<file path="config.mk">
export PLATFORM = sky130hd
export DESIGN_NAME = mdu_iterative
export DESIGN_NICKNAME = d
export VERILOG_FILES = /design/src/rtl/mdu_iterative.sv
export SDC_FILE = /design/constraint.sdc
export NUM_CORES = 1
export LEC_CHECK = 0
export CORE_MARGIN = 2
export CORE_UTILIZATION = 40
export CTS_CLUSTER_SIZE = 40
export DETAILED_ROUTE_END_ITERATION = 7
export GPL_TIMING_DRIVEN = 1
export SETUP_SLACK_MARGIN = 0.3
export SYNTH_ARGS = -nofsm -noshare
export SYNTH_HDL_FRONTEND = slang
export SYNTH_SLANG_ARGS = --single-unit
</file>
<file path="constraint.sdc">
create_clock -name clk -period 4.8 [get_ports clk]
set_input_delay 0.96 -clock clk [delete_from_list [all_inputs] [get_ports clk]]
set_output_delay 0.96 -clock clk [all_outputs]
set_load 0.05 [all_outputs]
</file>
<file path="src/rtl/mdu_iterative.sv">
// mdu_iterative
//   Multi-cycle multiply/divide unit for the EX stage. It executes
//   MULT/MULTU/DIV/DIVU and returns HI/LO. The datapath is radix-2
//   iterative and handles one bit per cycle. The unit uses a
//   start/busy/valid handshake and honours a pipeline-flush cancel.
//
//   Ports
//     clk           rising-edge clock
//     rst           synchronous active-high reset
//     start         request, sampled only while idle
//     op            00 MULT, 01 MULTU, 10 DIV, 11 DIVU
//     a, b          multiplicand/dividend (rs), multiplier/divisor (rt)
//     cancel        flush: abort the operation in flight, write nothing
//     busy          high while an operation is in flight (pipeline stall)
//     result_valid  one-cycle pulse; hi/lo are updated on the same edge
//     hi, lo        product[2W-1:W]/product[W-1:0] or remainder/quotient
//
//   Configuration macro: MDU_FAST_MUL_EN
//     Defined   : MULT/MULTU use a single-cycle multiplier and complete
//                 one cycle after start. Divide stays iterative.
//     Undefined : every op is iterative with latency WIDTH+1, and no
//                 multiplier is inferred.
module mdu_iterative #(
  parameter int unsigned WIDTH = 32
) (
  input  logic             clk,
  input  logic             rst,
  input  logic             start,
  input  logic [1:0]       op,
  input  logic [WIDTH-1:0] a,
  input  logic [WIDTH-1:0] b,
  input  logic             cancel,
  output logic             busy,
  output logic             result_valid,
  output logic [WIDTH-1:0] hi,
  output logic [WIDTH-1:0] lo
);

  localparam int unsigned CW = $clog2(WIDTH + 1);

  typedef enum logic [1:0] {
    IDLE = 2'd0,
    RUN  = 2'd1,
    FIX  = 2'd2
  } state_t;

  state_t state, state_nxt;

  logic [CW-1:0]    cnt;
  logic             is_div;     // latched op[1]
  logic             neg_q;      // product / quotient needs negation
  logic             neg_r;      // remainder takes the dividend's sign
  logic             div_zero;   // divisor was zero at start
  logic [WIDTH-1:0] a_raw;      // raw dividend, returned on divide-by-zero
  logic [WIDTH-1:0] opnd;       // |multiplicand| or |divisor|

  // Shared working register:
  //   multiply: [2W:W] running partial sum, [W-1:0] multiplier bits
  //             that are still unconsumed.
  //   divide:   [2W:W] partial remainder, [W-1:0] dividend bits
  //             shifting out while quotient bits shift in.
  logic [2*WIDTH:0] p, p_step;

  // Operand decode at the accept edge
  logic             sgn_in, a_neg, b_neg;
  logic [WIDTH-1:0] a_abs, b_abs;

  always_comb begin
    sgn_in = ~op[0];
    a_neg  = sgn_in & a[WIDTH-1];
    b_neg  = sgn_in & b[WIDTH-1];
    a_abs  = a_neg ? -a : a;
    b_abs  = b_neg ? -b : b;
  end

`ifdef MDU_FAST_MUL_EN
  logic [2*WIDTH-1:0] ax, bx, fprod;

  // Low 2W bits of the product do not depend on signedness once the
  // operands are extended to 2W bits.
  always_comb begin
    ax    = {{WIDTH{a_neg}}, a};
    bx    = {{WIDTH{b_neg}}, b};
    fprod = ax * bx;
  end
`endif

  // One iteration step
  logic [WIDTH:0] mul_sum, rem_sh, rem_sub;

  always_comb begin
    mul_sum = '0;
    rem_sh  = '0;
    rem_sub = '0;
    p_step  = p;
    if (!is_div) begin
      // p[2W] is always zero before the add; it is kept for a uniform width.
      mul_sum = p[2*WIDTH:WIDTH] + (p[0] ? {1'b0, opnd} : '0);
      p_step  = {1'b0, mul_sum, p[WIDTH-1:1]};
    end else begin
      rem_sh  = {p[2*WIDTH-1:WIDTH], p[WIDTH-1]};
      rem_sub = rem_sh - {1'b0, opnd};
      if (rem_sh >= {1'b0, opnd})
        p_step = {rem_sub, p[WIDTH-2:0], 1'b1};
      else
        p_step = {rem_sh, p[WIDTH-2:0], 1'b0};
    end
  end

  // Sign fixup and selection of the result
  logic [2*WIDTH-1:0] prod_fix;
  logic [WIDTH-1:0]   quo_fix, rem_fix;
  logic [WIDTH-1:0]   hi_nxt, lo_nxt;

  always_comb begin
    prod_fix = neg_q ? -p[2*WIDTH-1:0] : p[2*WIDTH-1:0];
    quo_fix  = neg_q ? -p[WIDTH-1:0] : p[WIDTH-1:0];
    rem_fix  = neg_r ? -p[2*WIDTH-1:WIDTH] : p[2*WIDTH-1:WIDTH];
    if (!is_div) begin
      hi_nxt = prod_fix[2*WIDTH-1:WIDTH];
      lo_nxt = prod_fix[WIDTH-1:0];
    end else if (div_zero) begin
      hi_nxt = a_raw;
      lo_nxt = '1;
    end else begin
      hi_nxt = rem_fix;
      lo_nxt = quo_fix;
    end
  end

  // FSM: state register
  always_ff @(posedge clk) begin
    if (rst) state <= IDLE;
    else     state <= state_nxt;
  end

  // FSM: next state
  always_comb begin
    state_nxt = state;
    if (cancel) begin
      state_nxt = IDLE;
    end else begin
      case (state)
        IDLE: if (start) begin
`ifdef MDU_FAST_MUL_EN
          state_nxt = op[1] ? RUN : FIX;
`else
          state_nxt = RUN;
`endif
        end
        RUN:     if (cnt == CW'(1)) state_nxt = FIX;
        FIX:     state_nxt = IDLE;
        default: state_nxt = IDLE;
      endcase
    end
  end

  // FSM: outputs
  always_comb begin
    busy = (state == RUN) || (state == FIX);
  end

  // Datapath and result registers
  always_ff @(posedge clk) begin
    if (rst) begin
      cnt          <= '0;
      is_div       <= 1'b0;
      neg_q        <= 1'b0;
      neg_r        <= 1'b0;
      div_zero     <= 1'b0;
      a_raw        <= '0;
      opnd         <= '0;
      p            <= '0;
      hi           <= '0;
      lo           <= '0;
      result_valid <= 1'b0;
    end else begin
      result_valid <= 1'b0;
      if (!cancel) begin
        case (state)
          IDLE: if (start) begin
            is_div   <= op[1];
            neg_q    <= a_neg ^ b_neg;
            neg_r    <= a_neg;
            div_zero <= (b == '0);
            a_raw    <= a;
            cnt      <= CW'(WIDTH);
            opnd     <= op[1] ? b_abs : a_abs;
            p        <= {{(WIDTH+1){1'b0}}, (op[1] ? a_abs : b_abs)};
`ifdef MDU_FAST_MUL_EN
            // The product is already signed, so the fixup must leave it alone.
            if (!op[1]) begin
              p     <= {1'b0, fprod};
              neg_q <= 1'b0;
              cnt   <= '0;
            end
`endif
          end
          RUN: begin
            p   <= p_step;
            cnt <= cnt - CW'(1);
          end
          FIX: begin
            hi           <= hi_nxt;
            lo           <= lo_nxt;
            result_valid <= 1'b1;
          end
          default: ;
        endcase
      end
    end
  end

endmodule

</file>
==> summary.txt <==
clock sink count: 206
GRT Overall Usage: 0.282
Top FF cell, synth: dfxtp_1
Die ar.: 0.0420 mm^2
worst r2r src: p[0]$_SDFFE_PP0P_
routability-driven placement congestion ratio: 0.964
mapped cell area: 0.0161 mm^2
initial antenna violation count: 2
largest stage delay on the critical path: 500 ps
Final Util: 0.471
Setup crit end kind: flip-flop
minimum clock period: 3910 ps
Synth area leaders: dfxtp_1 (26%), nand2_1 (7.0%), a21oi_1 (6.5%)
hold_ws: 453 ps
Fill cells: 3,984
Clock Latency Late Sink: 540 ps
DRT met1 WL: 27.0 mm
met3 WL: 4.22 mm
crit-path most repeated cell: a21oi_1
Least-Margin Pin Slew: 1180 ps
Area Overhead vs Synth: 16.1%
die width: 205 um
CTS buffer count: 24
combinational share of power: 0.243
# DRC: 0
GRT overflow: 0
Worst Reg2Reg Path Length in Cells: 14
count leader, synth: nand2_1
YS warnings: 0
clock skew: 15.9 ps
uppermost layer routed: met4
part of the cycle the worst path needs: 0.815
worst setup path endpoint: p[63]$_SDFFE_PP0P_
global-route wire length before repair: 91.4 mm
hold_buf cts: 0
postcts setup bufs: 0
vias in the first global route: 15,200
largest net degree at the start of global routing: 92
Max Cap Viol: 0
initial standard-cell utilization of the core: 0.406
R2R setup slack: 890 ps
crit-path cells: and2_1 > ha_1 > inv_1 > fa_1 > nand2b_1 > a21oi_1 > o21ai_0 > o211ai_1 > a21oi_1 > o31ai_1 > o21ai_0 > a21oi_1 > xor2_1 > a221o_1
VDD IR max: 0.000205 V
Worst Hold Class: reg2reg
Switching Power: 1.65 mW
DRT iter0 DRCs: 1,405
fmax: 0.256 GHz
Slew Limit Fails: 0
routed wire length: 59.9 mm
met2 WL: 26.4 mm
P per Cell Area: 264 mW/mm^2
r2r endpoint: p[63]$_SDFFE_PP0P_
Seq pwr share: 0.381
Fin. Hold Viols: 0
clock root buffer: clkbuf_16
Post-synth EDFFs: 0
Core ar.: 0.0397 mm^2
hpwl dp: 45.5 mm
type of element launching the critical path: flip-flop
die extent in y: 205 um
Port-buffer cells: 135
Crit Path Class: reg2reg
Mean Syn Cell Area: 7.33 um^2
Clock Path Buffers: 3
Post-CTS Resized: 0
maximum fanout along the worst path: 7
Slowest-stage cell, CP: dfxtp_1
Synth area leader: dfxtp_1
Worst Setup SP: p[0]$_SDFFE_PP0P_
fin cells: 2,798
CTS tree: built
io pins: 136
Synth top cells by count: nand2_1 (299), nor2_1 (216), a21oi_1 (209)
H-tree Lvls: 1
Sw Share: 0.335
cell count of the worst hold path: 2
syn nets: 2,346
number of distinct library cells after synthesis: 72
power share of the clock group: 0.376
share of post-route cells with drive strength above 1: 0.0673
WL/cell: 21.4 um
Sum Neg Setup Slack: 0 ps
Seq cells post-synth: 206
Vias/cell: 5.84
asr flop ratio synth: 0
share of the synthesized area in the top cell type: 0.256
Static Leak: 7.21 nW
post-synthesis sequential area ratio: 0.256
Nets: 2,402
crit path DAT: 4340 ps
DR pass1 iterations: 5
Rows: 73
via count: 16,300
Placed Cells: 2,756
Clock Pin Slew Worst Setup and Hold Paths: 70 ps
post-synthesis cell count: 2,201
status: finished, final reports clean
Pint: 3.28 mW
Setup-failing EPs final: 0
slew margin rel.: 0.212
unrepaired setup endpoints after global routing: no
ANT nets after route: 0
worst endpoint required time: 5230 ps
## kinds of logic (layout without fill, tap and decap cells)
logic type,Yosys count,count (layout),share of synthesized area
simple gates,743,743,0.208
compound gates,672,672,0.261
buf+inv,221,292,0.0527
xor+xnor,206,206,0.112
flops,206,206,0.256
mux,78,78,0.0507
fa+ha+maj,75,75,0.0591
other cells,0,1,0
## per-stage QoR
step / instance area, um^2 / total power [mW] / worst slack (ps)
6_report: 18700 / 4.94 / 886
5_1_grt: 18700 / 5.14 / 718
4_1_cts: 18700 / 4.94 / 934
3_5_place_dp: 18000 / 3.10 / 595
3_3_place_gp: 18000 / 3.09 / 559
2_1_floorplan: 16100 / 2.67 / 1480
## worst min-delay path by stage
stage | startpoint | end | slack (ps)
floorplan | opnd[11]$_SDFFE_PP0P_ | opnd[11]$_SDFFE_PP0P_ | 430
global placement | opnd[17]$_SDFFE_PP0P_ | opnd[17]$_SDFFE_PP0P_ | 440
detailed placement | opnd[28]$_SDFFE_PP0P_ | opnd[28]$_SDFFE_PP0P_ | 450
CTS | opnd[28]$_SDFFE_PP0P_ | opnd[28]$_SDFFE_PP0P_ | 450
global route | opnd[26]$_SDFFE_PP0P_ | opnd[26]$_SDFFE_PP0P_ | 470
finish | opnd[22]$_SDFFE_PP0P_ | opnd[22]$_SDFFE_PP0P_ | 450
## layout make-up
type / count / area [um^2] / share of cell area
multi-input cells: 1774 / 11200 / 0.598
flip-flops and latches: 206 / 4130 / 0.221
repair buffers: 182 / 1700 / 0.0908
clock buffers: 31 / 679 / 0.0363
well taps: 525 / 657 / 0.0351
inverters: 69 / 259 / 0.0138
clock inverters: 10 / 93.8 / 0.00501
diodes: 1 / 2.50 / 0.000134
## state kept, by name (all words and copies together), names as in the netlist
name,cells
result_valid,1
a_raw,32
opnd,32
p,65
lo,32
div_zero,1
neg_r,1
hi,32
neg_q,1
is_div,1
cnt,6
state,2
## worst max-delay path: cells and delay by family (launching register included)
family                   cells  cell delay [ps]
AO/OA/AOI/OAI                8             2200
XOR/XNOR                     1               90
adder cells (fa/ha/maj)      2              550
buffers and inverters        1               60
flip-flops                   1              500
AND/OR/NAND/NOR              2              400
## power by group through the flow
stage          registers (mW)  logic [mW]  clock network, mW
2_1_floorplan            1.90       0.769                  0
3_3_place_gp             1.91        1.18                  0
3_5_place_dp             1.92        1.18                  0
4_1_cts                  1.88        1.19               1.88
5_1_grt                  1.89        1.31               1.94
6_report                 1.88        1.20               1.86
## cells in the final DEF (no fill, tap or decap), types with 18 or more instances in the layout
cell / instances
mux2i_1: 48
buf_4: 47
nand2b_1: 27
a211oi_1: 103
o21ai_0: 139
o31ai_1: 27
inv_1: 68
nand3_1: 18
mux2_2: 30
or3_1: 24
ha_1: 72
dfxtp_1: 203
xor2_1: 88
o211ai_1: 50
nand2_1: 299
clkbuf_16: 26
clkdlybuf4s50_1: 133
xnor2_1: 118
nor2_1: 213
a21oi_1: 208
nor3_1: 58
a21o_1: 46
## routing by layer
layer	up-vias	GRT usage
met3	100	0.0369
met2	559	0.447
li1	7918	-
met4	0	0.107
met5	-	0
met1	7759	0.388
(Power assumes the default switching activity.)
